`src/rtl/console_uart_tx.sv`:
```
// Console byte sink: buffers SoC console bytes in a small FIFO and serialises
// them onto an 8N1 UART TX line. No back-pressure; bytes arriving when full are dropped.
//
// state  | meaning
// IDLE   | line high, pop head of FIFO when non-empty
// START  | start bit (low)
// DATA   | 8 data bits, LSB first
// STOP   | stop bit (high), then back to IDLE
module console_uart_tx #(
    parameter int DEPTH        = 16,
    parameter int CLKS_PER_BIT = 868
) (
    input  logic                     clk,
    input  logic                     resetn,
    input  logic [10:0]              in_byte,
    input  logic                     in_byte_en,
    input  logic                     clr_ovf,
    output logic                     tx,
    output logic                     busy,
    output logic                     overflow,
    output logic [$clog2(DEPTH):0]   fifo_count
);

    localparam int AW = $clog2(DEPTH);
    localparam int CW = AW + 1;
    localparam int BW = $clog2(CLKS_PER_BIT);
    localparam logic [CW-1:0] FULL      = CW'(DEPTH);
    localparam logic [BW-1:0] BAUD_LAST = BW'(CLKS_PER_BIT - 1);

    localparam logic [1:0] S_IDLE  = 2'd0;
    localparam logic [1:0] S_START = 2'd1;
    localparam logic [1:0] S_DATA  = 2'd2;
    localparam logic [1:0] S_STOP  = 2'd3;

    logic [7:0]    r_mem [DEPTH];
    logic [AW-1:0] r_wr_ptr;
    logic [AW-1:0] r_rd_ptr;
    logic [CW-1:0] r_count;
    logic [1:0]    r_state;
    logic [BW-1:0] r_baud;
    logic [2:0]    r_bit;
    logic [7:0]    r_sh;
    logic          r_tx;
    logic          r_ovf;

    logic w_push;
    logic w_drop;
    logic w_pop;
    logic w_baud_end;
    logic w_unused_hi;

    // Fullness is judged on the occupancy before this cycle's pop.
    assign w_push      = in_byte_en && (r_count != FULL);
    assign w_drop      = in_byte_en && (r_count == FULL);
    assign w_pop       = (r_state == S_IDLE) && (r_count != '0);
    assign w_baud_end  = (r_baud == BAUD_LAST);
    assign w_unused_hi = ^in_byte[10:8];

    assign tx         = r_tx;
    assign busy       = (r_state != S_IDLE) || (r_count != '0);
    assign overflow   = r_ovf;
    assign fifo_count = r_count;

    always_ff @(posedge clk) begin
        if (w_push) begin
            r_mem[r_wr_ptr] <= in_byte[7:0];
        end
    end

    always_ff @(posedge clk or negedge resetn) begin
        if (!resetn) begin
            r_wr_ptr <= '0;
            r_count  <= '0;
            r_ovf    <= 1'b0;
        end else begin
            if (w_push) begin
                r_wr_ptr <= r_wr_ptr + 1'b1;
            end
            case ({w_push, w_pop})
                2'b10:   r_count <= r_count + 1'b1;
                2'b01:   r_count <= r_count - 1'b1;
                default: r_count <= r_count;
            endcase
            if (w_drop) begin
                r_ovf <= 1'b1;
            end else if (clr_ovf) begin
                r_ovf <= 1'b0;
            end
        end
    end

    always_ff @(posedge clk or negedge resetn) begin
        if (!resetn) begin
            r_state  <= S_IDLE;
            r_baud   <= '0;
            r_bit    <= '0;
            r_sh     <= '0;
            r_rd_ptr <= '0;
            r_tx     <= 1'b1;
        end else begin
            // Line is registered from the current state, so it trails the FSM by one cycle.
            r_tx <= (r_state == S_START) ? 1'b0 :
                    (r_state == S_DATA)  ? r_sh[0] : 1'b1;
            case (r_state)
                S_IDLE: begin
                    r_baud <= '0;
                    if (w_pop) begin
                        r_sh     <= r_mem[r_rd_ptr];
                        r_rd_ptr <= r_rd_ptr + 1'b1;
                        r_state  <= S_START;
                    end
                end
                S_START: begin
                    if (w_baud_end) begin
                        r_baud  <= '0;
                        r_bit   <= '0;
                        r_state <= S_DATA;
                    end else begin
                        r_baud <= r_baud + 1'b1;
                    end
                end
                S_DATA: begin
                    if (w_baud_end) begin
                        r_baud <= '0;
                        r_sh   <= {1'b0, r_sh[7:1]};
                        if (r_bit == 3'd7) begin
                            r_bit   <= '0;
                            r_state <= S_STOP;
                        end else begin
                            r_bit <= r_bit + 1'b1;
                        end
                    end else begin
                        r_baud <= r_baud + 1'b1;
                    end
                end
                S_STOP: begin
                    if (w_baud_end) begin
                        r_baud  <= '0;
                        r_state <= S_IDLE;
                    end else begin
                        r_baud <= r_baud + 1'b1;
                    end
                end
                default: begin
                    r_baud  <= '0;
                    r_state <= S_IDLE;
                end
            endcase
        end
    end

endmodule
```
`config.mk`:
```
export PLATFORM = sky130hd
export DESIGN_NAME = console_uart_tx
export DESIGN_NICKNAME = d
export VERILOG_FILES = /design/src/rtl/console_uart_tx.sv
export SDC_FILE = /design/constraint.sdc
export NUM_CORES = 1
export LEC_CHECK = 0
export ABC_CLOCK_PERIOD_IN_PS = 3350
export BUFFER_PORTS_ARGS = -buffer_cell sky130_fd_sc_hd__buf_2
export CAP_MARGIN = 20
export CORE_MARGIN = 3
export CORE_UTILIZATION = 25
export DETAILED_ROUTE_END_ITERATION = 8
export MAX_ROUTING_LAYER = met4
export SYNTH_ARGS = -nofsm -noshare
export SYNTH_HDL_FRONTEND = slang
export SYNTH_SLANG_ARGS = --single-unit
```
`constraint.sdc`:
```
create_clock -name clk -period 3.35 [get_ports clk]
set_clock_uncertainty 0.2 [all_clocks]
set_input_delay 0.67 -clock clk [delete_from_list [all_inputs] [get_ports clk]]
set_output_delay 0.67 -clock clk [all_outputs]
set_load 0.05 [all_outputs]
```
# Word-level counts from Yosys, hierarchy flattened
# Memories as Yosys holds them, arrays and structs flattened.
# Index checks and enable logic that the tools add are counted.
# classes
add_sub_neg,6
eq_ne,14
n_reduce_logical,16
n_mux,22
# ops
operator,n
$pmux 10 s2,1
$mux 8,2
$pmux 8 s2,1
$add 10x1->10 const B,1
$eq 10x10->1 const B,1
$mux 10,1
$mux 2,5
$pmux 5 s2,1
$reduce_bool 2->1,5
$mux 3,3
$add 4x1->4 const B,2
$ne 2x2->1 const B,4
$pmux 2 s4,1
$eq 2x2->1 const B,3
$mux 1,6
$pmux 3 s2,1
$reduce_and 3->1,2
$add 5x1->5 const B,1
$eq 5x5->1 const B,1
$ne 5x5->1 const B,1
$reduce_and 5->1,1
$reduce_bool 5->1,1
$sub 5x1->5 const B,1
$eq 2x1->1 const B,2
other kinds (8),10
# word_totals
reg_bits,38
word_cells,68
memories,1
ramBits,128
inputBits,15
output_inout_bits,8
# mem_list
memory,depth,width,rd,rd_clocked_by_memory_dff,wr,line_no,source
r_mem,16,8,1,0,1,35,logic [7:0] r_mem [DEPTH];

# Logic depth before layout (Yosys ltp)
# depth
depth_word,4
depth_mapped,13
depth_no_buf,11

# Worst setup path before layout
# Ideal clock, no wire load.
# synth_timing
path_type,register -> register
from,"register r_count[2], in the netlist fifo_count[2]"
to,"register r_count[4], in the netlist fifo_count[4]"
path_stages_with_launch,14
slack_ps,153
setup_ps,80
arrival_time_ps,2917
synth_period_minus_slack_ps,3197
cell_sequence,dfrtp_1 > clkbuf_1 > nor4_2 > a21boi_1 > inv_1 > ha_1 > clkbuf_1 > xor2_1 > ha_1 > nor2b_1 > o21ai_0 > a31oi_1 > nor2_1 > xnor2_1
# synth_via
elab_chain_cells,4
word_cells_on_any_way,10
cone_classes,add/sub (2); eq/ne (3); mux (1); reduce/logical (4)
# synth_rtl
element,line_no,source
start: declaration,38,logic [CW-1:0] r_count;
start signal: assignment,80,2'b10: r_count <= r_count + 1'b1;
start signal: assignment,81,2'b01: r_count <= r_count - 1'b1;
start signal: assignment,82,default: r_count <= r_count;
"parallel branches: the longest is 4 deep, another holds $sub 5x1->5",n/a,
# Several ways; the timed one is not identified.
# A chain may end at the register's enable or synchronous reset.

# Final worst setup path
# layout_timing
from,"register r_count[1], in the netlist fifo_count[1]"
to,"register r_count[4], in the netlist fifo_count[4]"
# The elaborated chain is that of the path after synthesis.

==> out/qor.csv <==
stage,metric,value,unit
clocking,clock slew at reported path FFs,0.06,ns
grt,number of global-route vias before repair,3918,
die,DIE HEIGHT,173,µm
yosys,Yosys reg bits,166,
cells_and_area,nets,510,
route,post-route DRC violation count,0,
power_and_ir_drop,register share of total power,50.8,%
clocking,clk sink count,166,
clocking,post-cts sizing count,0,
clocking,postcts setup bufs,0,
clocking,CTS buffer count,17,
route,drt via density,4.41,
die,Core Region,27200,µm²
route,DRT antenna net count,0,
sta,Final Hold Viols,0,
sta,Least-Margin Pin Slew,0.845,ns
grt,initial antenna violation count,0,
clocking,Worst-Skew Late Latency,0.42,ns
yosys,Synth Cell Area,6950,µm²
yosys,number of enable flip-flop cells after synthesis,128,
sta,# setup viols final,0,
route,vias post-DR,3803,
die,initial cell density of the core,25.6,%
yosys,Synth Instances,437,
grt,gr ovfl total,0,
sta,Tcrit/Tclk final,83.5,%
yosys,post-synth top area share,55.3,%
power_and_ir_drop,Cell Pwr Density,621,nW/µm²
setup_path,Critical Path Start Type,register,
die,number of I/O pins,23,
hold_path,Hold WC Path Type,input port to asynchronous set/reset pin,
grt,largest net degree at the start of global routing,39,
yosys,"Avg Cell Area, Syn",15.9,µm²
power_and_ir_drop,worst vdd ir,0.261,mV
power_and_ir_drop,leakage,2.79,nW
route,DR WL/cell,16.2,µm
cells_and_area,area occupied by multi-input gates,2000,µm²
cells_and_area,most frequent cells in the layout,"128 x edfxtp_1, 36 x dfrtp_1, 29 x nor2_1",
sta,Slew HR,43.6,%
sta,Max Clock Freq,358,MHz
run,max-cap viol count,0,
clocking,CTS max path bufs,2,
clocking,clk root buf,clkbuf_16,
cells_and_area,"most common cell after layout, fill and taps aside",edfxtp_1,
clocking,CTS tree,yes,
cells_and_area,fill cell count,2713,
yosys,cell taking the most area after synthesis,edfxtp_1,
setup_path,critical path data required time,3.46,ns
power_and_ir_drop,Switch Pwr,0.00136,W
cells_and_area,ANT cells,0,
setup_path,Critical Path End Type,register,
setup_path,worst setup path category,register to register,
die,row count,60,
power_and_ir_drop,Internal,0.00368,W
sta,Slew Limit Fails,0,
die,Die W,173,µm
power_and_ir_drop,Clock Power Share,36.5,%
yosys,Syn Nets,469,
yosys,Netlist cell types,44,
cells_and_area,Layout area overhead,17.0,%
die,die area,29800,µm²
placed_design,I/O Buffers,19,
grt,first-pass GRT wire length,22200,µm
yosys,Synth Warn #,0,
power_and_ir_drop,Sw Share,27.0,%
setup_path,Worst Path Max Fanout,8,
placed_design,GP Congestion,0.762,
placed_design,half-perimeter wire length after placement,8960,µm
cells_and_area,post-layout util,29.9,%
yosys,register area share after synthesis,69.0,%
yosys,prevailing post-synth register cell,edfxtp_1,
yosys,Post-synth ARST share,22.9,%
route,WL final,14000,µm
cells_and_area,FF/Latch Area,4800,µm²
grt,Total Routing Usage GR,9.96,%
route,drt pass-1 iters,4,
sta,TNS Setup,0,ns
clocking,Max H-tree Level,4,
yosys,synth top area cells,"edfxtp_1 55%, dfrtp_1 13%, mux2i_1 4.0%, mux4_2 3.9%, ha_1 3.1%",
status,outcome,"finished, final reports clean",
clocking,count of hold-fix buffers inserted at cts,0,
cells_and_area,share of cells above drive strength 1,18.3,%
setup_path,CP arrival,2.91,ns
route,1st-iter DRT viols,285,
sta,RSZ-0062 raised after global routing,false,
sta,min cycle time layout,2.80,ns
power_and_ir_drop,Gate power share,12.7,%
-- logic make-up (layout without fill, tap and decap cells) --
| logic type | Yosys count | in the layout | share of synthesized area, % |
|---|---|---|---|
| flip-flops | 166 | 166 | 69.0 |
| AND/OR/NAND/NOR | 86 | 86 | 5.83 |
| AO/OA/AOI/OAI | 66 | 66 | 6.50 |
| multiplexers | 49 | 49 | 10.9 |
| buffers and inverters | 33 | 87 | 2.21 |
| XOR/XNOR | 20 | 20 | 2.52 |
| adder cells (fa/ha/maj) | 17 | 17 | 3.06 |
-- synth_stat cells, drive strengths merged (3+ instances only) --
cell type,n
nor3,6
a21boi,3
nor2,29
nand4,3
o21ai,11
edfxtp,128
buf,11
ha,17
clkbuf,9
o22ai,7
xnor2,11
mux2i,28
dfrtp,37
xor2,9
nand2b,3
nand3,7
a21oi,11
inv,13
a22oi,14
nand2,25
o311ai,6
o21a,7
mux4,19
-- worst paths after layout --
check / to / slack, ns / start / depth (start not counted)
max in group asynchronous: r_rd_ptr[1] / 2.21 / resetn / 1
hold reg to reg: r_sh[4] / 0.29 / r_sh[4] / 1
hold / removal: r_baud[7] / 0.15 / resetn / 1
min in group clk: overflow / 0.24 / clr_ovf / 2
setup reg to reg: fifo_count[4] / 0.55 / fifo_count[1] / 11
setup / recovery: fifo_count[4] / 0.55 / fifo_count[1] / 11
-- registers in the layout, indices dropped and copies added (netlist names) --
name and cells:
r_wr_ptr 4, r_bit 3, r_mem 128, r_state 2, tx 1, r_sh 8, r_rd_ptr 4, fifo_count 5
overflow 1, r_baud 10
-- power groups by stage --
stage,combinational (W),sequential (W),clock [W]
after floorplan,0.000357,0.00266,0
after global placement,0.000627,0.00259,0
after detailed placement,0.000651,0.00260,0
after CTS,0.000654,0.00256,0.00189
after global routing,0.000705,0.00259,0.00197
final,0.000643,0.00256,0.00184
-- layout make-up --
cell class / instances / area share [%]
Tap cell: 372 / 5.72
Inverter: 13 / 0.600
Timing Repair Buffer: 42 / 3.29
Multi-Input combinational cell: 238 / 24.6
Clock buffer: 20 / 5.37
Clock inverter: 12 / 1.46
Sequential cell: 166 / 59.0
-- worst max-delay path, stage by stage, from the launching register on --
cell,delay [ns]
dfrtp_1,0.47
nor4_2,0.44
a21boi_1,0.15
inv_1,0.09
ha_1,0.33
xor2_1,0.19
ha_1,0.20
nor2b_1,0.13
o21ai_0,0.10
a31oi_1,0.17
nor2_1,0.07
xnor2_1,0.12
-- layer usage --
metal	vias to the layer above	track usage (%)	part of all wire (%)
met5	-	-	0
met4	0	2.94	0.88
met3	13	2.53	4.5
met2	67	16.3	50
met1	1964	12.3	45
li1	1759	-	-
-- stage by stage --
stage          cells  hold slack, ns  worst slack [ns]  total power (W)  area [µm²]
3_3_place_gp     831           0.267             0.558          0.00322        7580
6_report         863           0.153             0.553          0.00505        8140
3_5_place_dp     831           0.281             0.556          0.00326        7580
5_1_grt          863           0.224             0.333          0.00526        8140
2_1_floorplan    437           0.174             0.153          0.00301        6950
4_1_cts          863           0.176             0.544          0.00510        8140
Note: power is estimated with default switching activity, not from simulation.
